==> src/rtl/line_serializer.sv <==
// Read side of the video line buffer: double-buffered capture of a character-row
// bitmap, serialized one pixel per enabled cycle during active video.
module line_serializer #(
    parameter int unsigned WIDTH = 640,
    parameter int unsigned CNT_W = 10
) (
    input  logic             CLK,
    input  logic             RESET,
    input  logic [0:WIDTH-1] LINE_IN,
    input  logic             LOAD,
    input  logic             START,
    input  logic             PIX_EN,
    output logic             PIXEL,
    output logic             ACTIVE,
    output logic             LINE_DONE,
    output logic             NEXT_REQ,
    output logic             UNDERRUN,
    output logic             OVERRUN
);

    localparam logic [0:0] ST_IDLE  = 1'b0;
    localparam logic [0:0] ST_SHIFT = 1'b1;

    localparam logic [CNT_W-1:0] LAST_PIX = CNT_W'(WIDTH - 1);

    logic [0:0]       state_q,     state_d;
    logic [0:WIDTH-1] shadow_q,    shadow_d;
    logic [0:WIDTH-1] shift_q,     shift_d;
    logic [CNT_W-1:0] cnt_q,       cnt_d;
    logic             full_q,      full_d;
    logic             pixel_q,     pixel_d;
    logic             active_q,    active_d;
    logic             line_done_q, line_done_d;
    logic             next_req_q,  next_req_d;
    logic             underrun_q,  underrun_d;
    logic             overrun_q,   overrun_d;
    logic             transfer;

    always_comb begin
        state_d     = state_q;
        shadow_d    = shadow_q;
        shift_d     = shift_q;
        cnt_d       = cnt_q;
        full_d      = full_q;
        pixel_d     = pixel_q;
        line_done_d = 1'b0;
        underrun_d  = 1'b0;
        overrun_d   = 1'b0;
        transfer    = (state_q == ST_IDLE) && START && full_q;

        case (state_q)
            ST_IDLE: begin
                pixel_d = 1'b0;
                if (START) begin
                    if (full_q) begin
                        shift_d = shadow_q;
                        cnt_d   = '0;
                        state_d = ST_SHIFT;
                    end else begin
                        underrun_d = 1'b1;
                    end
                end
            end
            ST_SHIFT: begin
                // START is deliberately ignored here, including on the last pixel.
                if (PIX_EN) begin
                    pixel_d = shift_q[0];
                    shift_d = {shift_q[1:WIDTH-1], 1'b0};
                    if (cnt_q == LAST_PIX) begin
                        cnt_d       = '0;
                        state_d     = ST_IDLE;
                        line_done_d = 1'b1;
                    end else begin
                        cnt_d = cnt_q + CNT_W'(1);
                    end
                end
            end
            default: state_d = ST_IDLE;
        endcase

        // A load coinciding with a transfer refills the shadow, so it stays full
        // and no request for another line is raised.
        if (LOAD) begin
            shadow_d  = LINE_IN;
            full_d    = 1'b1;
            overrun_d = full_q && !transfer;
        end else if (transfer) begin
            full_d = 1'b0;
        end

        next_req_d = transfer && !LOAD;
        active_d   = (state_d == ST_SHIFT);
    end

    always_ff @(posedge CLK or negedge RESET) begin
        if (!RESET) begin
            state_q     <= ST_IDLE;
            shadow_q    <= '0;
            shift_q     <= '0;
            cnt_q       <= '0;
            full_q      <= 1'b0;
            pixel_q     <= 1'b0;
            active_q    <= 1'b0;
            line_done_q <= 1'b0;
            next_req_q  <= 1'b0;
            underrun_q  <= 1'b0;
            overrun_q   <= 1'b0;
        end else begin
            state_q     <= state_d;
            shadow_q    <= shadow_d;
            shift_q     <= shift_d;
            cnt_q       <= cnt_d;
            full_q      <= full_d;
            pixel_q     <= pixel_d;
            active_q    <= active_d;
            line_done_q <= line_done_d;
            next_req_q  <= next_req_d;
            underrun_q  <= underrun_d;
            overrun_q   <= overrun_d;
        end
    end

    assign PIXEL     = pixel_q;
    assign ACTIVE    = active_q;
    assign LINE_DONE = line_done_q;
    assign NEXT_REQ  = next_req_q;
    assign UNDERRUN  = underrun_q;
    assign OVERRUN   = overrun_q;

endmodule

==> config.mk <==
export PLATFORM = sky130hd
export DESIGN_NAME = line_serializer
export DESIGN_NICKNAME = d
export VERILOG_FILES = /design/src/rtl/line_serializer.sv
export SDC_FILE = /design/constraint.sdc
export NUM_CORES = 2
export LEC_CHECK = 0
export ABC_AREA = 1
export ABC_CLOCK_PERIOD_IN_PS = 2100
export BUFFER_PORTS_ARGS = -buffer_cell sky130_fd_sc_hd__buf_2
export CAP_MARGIN = 20
export CELL_PAD_IN_SITES_DETAIL_PLACEMENT = 0
export CELL_PAD_IN_SITES_GLOBAL_PLACEMENT = 2
export CORE_ASPECT_RATIO = 1.2
export CORE_MARGIN = 2
export CORE_UTILIZATION = 35
export DETAILED_ROUTE_END_ITERATION = 10
export PLACE_DENSITY_LB_ADDON = 0.1
export SYNTH_ARGS = -nofsm -noshare
export SYNTH_HDL_FRONTEND = slang
export SYNTH_SLANG_ARGS = --single-unit
==> constraint.sdc <==
create_clock -name CLK -period 2.1 [get_ports CLK]
set_clock_uncertainty 0.05 [all_clocks]
set_input_delay 0.315 -clock CLK [delete_from_list [all_inputs] [get_ports CLK]]
set_output_delay 0.315 -clock CLK [all_outputs]
set_load 0.02 [all_outputs]
# ---- Word-level counts from Yosys, hierarchy flattened
# Index checks and enable logic that the tools add are counted.
dict set report classes {
  add_sub_neg 1
  n_eq_ne 4
  muxes 25
  bitwise 1
  n_reduce_logical 8
}
# operator n
set op_table {}
lappend op_table {{$mux 640} 3}
lappend op_table {{$pmux 640 s2} 1}
lappend op_table {{$mux 10} 4}
lappend op_table {{$pmux 10 s2} 1}
lappend op_table {{$mux 1} 14}
lappend op_table {{$add 10x1->10 const B} 1}
lappend op_table {{$eq 10x10->1 const B} 1}
lappend op_table {{$ne 2x2->1 const B} 3}
lappend op_table {{$logic_and 1x1->1} 4}
lappend op_table {{$pmux 1 s2} 2}
lappend op_table {{$reduce_and 3->1} 1}
lappend op_table {{$logic_not 1->1} 2}
lappend op_table {{$reduce_bool 2->1} 1}
lappend op_table {{$not 1->1} 1}
dict set report totals {
  regBits 1297
  in_bits 645
  output_inout_bits 6
  wordCells 49
}

# ---- Longest topological paths before layout
dict set report logic_depth {
  word_depth 6
  depth_mapped 10
  mapped_depth_nobuf 7
}

# ---- Least setup slack after synthesis
# Ideal clock, no wire load.
dict set report synth_timing {
  path_kind {flip-flop to flip-flop}
  start {reg ACTIVE (netlist name)}
  end {reg shift_q[100] (netlist name)}
  setup_time_ns 0.130
  arrival_time_ns 1.432
  t_required_ns 1.920
  slack_ns 0.489
  stages_incl_launch_ff 9
  n_path_buf 4
  synth_period_minus_slack_ns 1.611
  cell_sequence {dfrtp_1 buf_2 inv_2 nand3_2 nand2_2 buf_2 buf_2 buf_2 a31oi_1}
}
# element line_no
set synth_rtl {}
lappend synth_rtl {{end signal: assignment} 111} ;# shift_q <= shift_d;
lappend synth_rtl {{end: declaration} 28} ;# logic [0:WIDTH-1] shift_q, shift_d;

==> implementation parameters <==
Parameter                              Value

Run status
  Outcome    complete, no violations

GRT
  Number of antenna violations at the first check in global routing    3
  Overall global routing resource usage    20.5%
  First-pass GRT wire length    254,000 um
  Via count of the first global-routing pass    45,800
  Pin count of the biggest net entering global routing    147
  Global route overflow    0

Clocking
  Buffer levels on the longest clock path    3
  Clk_lat worst skew    0.78 ns
  Clock slew seen by the registers of the worst setup and hold paths    0.06 ns
  Root buffer cell    clkbuf_16
  Clock tree from TritonCTS    built
  # H-tree levels    4
  Total number of clock tree sinks    1,297
  Num CTS Buffers    145

Setup path
  Cell with the biggest individual delay on the critical path    dfrtp_4
  Crit path arrival time    2.65 ns
  Category of the worst setup path launch point    flip-flop
  Crit path required time    2.73 ns
  Worst R2R Start    ACTIVE
  WS Path Type    flip-flop to flip-flop
  Highest net fanout along the worst path    75
  CP Buf/Inv Count    4
  List of cells traversed by the critical path    buf_4, inv_8, nand3_2, nand2_8, buf_12, buf_16, nor2_1, a31oi_1
  Crit-path leading delay family    buffers and inverters
  Stage delay of the slowest cell on the critical path    0.50 ns
  Category of the worst setup path capture point    flip-flop
  Start point of the critical path    ACTIVE

Floorplan
  Full die area    155,000 um^2
  Chip height    431 um
  I/O pins    651
  Number of cell rows    156
  Initial Utilization    35.3%
  Core region area    151,000 um^2
  Overall die width    360 um

Synth
  Adder-cell share of the synthesized area    0.0235%
  Share of synthesized flip-flops with an asynchronous set or reset    100%
  Fraction of the mapped netlist area in simple logic gates    27.6%
  Post-Synthesis Cells    6,298
  Synthesis-stage register bit count    1,297
  XOR/XNOR share of the synthesized area    0.0165%
  Dominant cells by area after synthesis    dfrtp_1, nand2_1, a31oi_1, nor2_1, clkbuf_1
  Main combinational cell family by area after synthesis    simple AND/OR/NAND/NOR gates
  Compound-cell area share of the yosys netlist    7.63%
  Warning count from the yosys run    0
  Most common cell in the netlist    nand2_1
  Post-synthesis instance area    53,200 um^2
  Post-synth top area share    61.0%
  Post-synth top flop    dfrtp_1
  Post-synth EDFFs    0
  Netlist cell types    24
  Net count after synthesis    6,944
  Largest area contributor in the netlist    dfrtp_1
  Post-synthesis mux area share    0%
  Mean instance size in the synthesized netlist    8.45 um^2
  Proportion of synthesized chip area in sequential cells    61.0%
  Most frequent cells after synthesis    nand2_1, dfrtp_1, nor2_1, a31oi_1, clkbuf_1

Power and ir drop
  Power per Cell Area    900 nW/um^2
  Relative contribution of combinational cells to total power    12.1%
  Leakage power figure    0.0349 uW
  Internal cell power    47,300 uW
  Fraction of power consumed by sequential logic    47.4%
  Clock network fraction of total power    40.6%
  Switching share of total power    25.6%
  Worst vdd ir    0.717 mV
  Switching power summed over all nets    16,300 uW

STA
  Setup repair after global routing missed its margin    true
  Transition time at the pin with the least slew margin    0.807 ns
  Final hold violation count    0
  Final critical-path share of the clock period    96.1%
  Final setup violating endpoints    0
  Final slew viol count    0
  Setup total negative slack    0 ns
  Maximum clock rate    0.496 GHz
  Tmin final    2.02 ns
  Worst hold slack after final layout    0.0828 ns
  Relative slew slack    46.2%

Placement
  DP Cell Count    8,646
  Placed wire-length estimate    103,000 um
  Number of I/O port buffers    650
  Post-place instance area    59,000 um^2
  RePlAce Congestion    0.772

Cells and area
  Post-route core utilization    46.8%
  Fin area    70,700 um^2
  Fraction of final layout cells with drive strength greater than 1    13.7%
  Register Area    32,500 um^2
  Non-filler cells in the finished layout    9,572
  Area of the multi-input gates    18,800 um^2
  Fillers    14,800
  Layout net count    8,129
  Area added between synthesis and finish    32.8%

Detailed routing
  Residual DRC    0
  Final routed wirelength across all metal layers    161,000 um
  First-pass DRT Iterations    8
  Via/cell ratio    4.75
  Antenna Violating Nets Remaining    0
  Via count of the routed design    45,400
  Number of violations reported at the end of detailed-routing iteration 0    2,978
  Routed WL per cell    16.8 um

Job
  MaxCap Viol Count    0

Hold path
  Source of the worst hold timing path    LOAD
  Path type of the worst min-delay path    input pin to flip-flop
==> path summary, 6_finish.rpt <==
path	endpoint	slack, ns	cells past startpoint
max	shift_q[402]	0.08	8
min	shadow_q[234]	0.08	4
max reg2reg	shift_q[402]	0.08	8
min reg2reg	shadow_q[414]	0.42	2
max in group asynchronous	shadow_q[91]	1.05	4
min in group asynchronous	shadow_q[271]	0.23	3
==> state kept, by name, summed over array words and instances (netlist names) <==
name,flops
cnt_q,10
UNDERRUN,1
shift_q,640
LINE_DONE,1
full_q,1
NEXT_REQ,1
ACTIVE,1
OVERRUN,1
PIXEL,1
shadow_q,640
==> cell usage in the layout (no fill, tap or decap), types with 2 or more instances in the layout <==
cell type	instances
a21oi_1	2
bufinv_16	8
buf_16	9
dfrtp_1	1296
nand2_1	3231
nand4_1	3
nand3_1	12
inv_6	3
clkbuf_1	35
buf_8	2
o21ai_0	7
clkinv_2	26
a31oi_1	638
clkbuf_8	31
dlygate4sd3_1	658
buf_2	648
buf_12	55
buf_4	86
inv_8	2
clkbuf_16	158
buf_6	3
inv_1	18
nor2_1	650
==> metal layers <==
layer,vias up,global-route usage (%),wire (um)
met5,-,0,27
met4,4,6.52,4060
met3,219,3.14,6540
met2,922,31.7,72500
met1,21800,29.5,77700
li1,22400,-,-
==> metrics by stage <==
| step | setup slack, ns | total power [uW] |
|---|---|---|
| floorplan | 0.489 | 34200 |
| global placement | 0.234 | 37200 |
| detailed placement | 0.192 | 37300 |
| CTS | 0.00954 | 64600 |
| global route | -0.0613 | 67100 |
| finish | 0.0824 | 63600 |
==> kinds of logic after synthesis <==
| kind of cell | count (synthesis) |
|---|---|
| and+or+nand+nor | 3900 |
| DFF | 1297 |
| AOI/OAI and AO/OA | 651 |
| buffers and inverters | 448 |
| xor gates and xnor gates | 1 |
| adders and majority gates | 1 |
==> what timing repair did <==
action / CTS / global route
buffers inserted: 1 / 0
cloned: 1 / 4
hold buffers: 659 / 0
setup endpoints to repair: 1 / 165
gates resized for setup: 1 / 14
hold endpoints to repair: 1856 / 0
==> worst reg2reg max path: cells and delay by family, from the launching register on <==
kind / cells / cell delay [ns]
buffers and inverters: 4 / 0.80
DFF: 1 / 0.50
AOI/OAI and AO/OA: 1 / 0.16
and+or+nand+nor: 3 / 0.43
==> power groups by stage <==
stage,clock [uW],combinational [uW],sequential [uW]
floorplan,0,4290,30000
global placement,0,6650,30500
detailed placement,0,6790,30500
CTS,26700,7760,30100
global route,27700,8820,30500
finish,25800,7670,30100
==> final cells by class <==
| class | instances | area share [%] |
|---|---|---|
| inverters | 20 | 0.127 |
| multi-input cells | 4553 | 26.6 |
| clock buffers | 220 | 6.24 |
| diodes | 1 | 0.00354 |
| repair buffers | 1466 | 17.0 |
| clock inverters | 40 | 0.607 |
| well taps | 1975 | 3.50 |
| flip-flops and latches | 1297 | 45.9 |
Note: power is estimated with default switching activity, not from simulation.
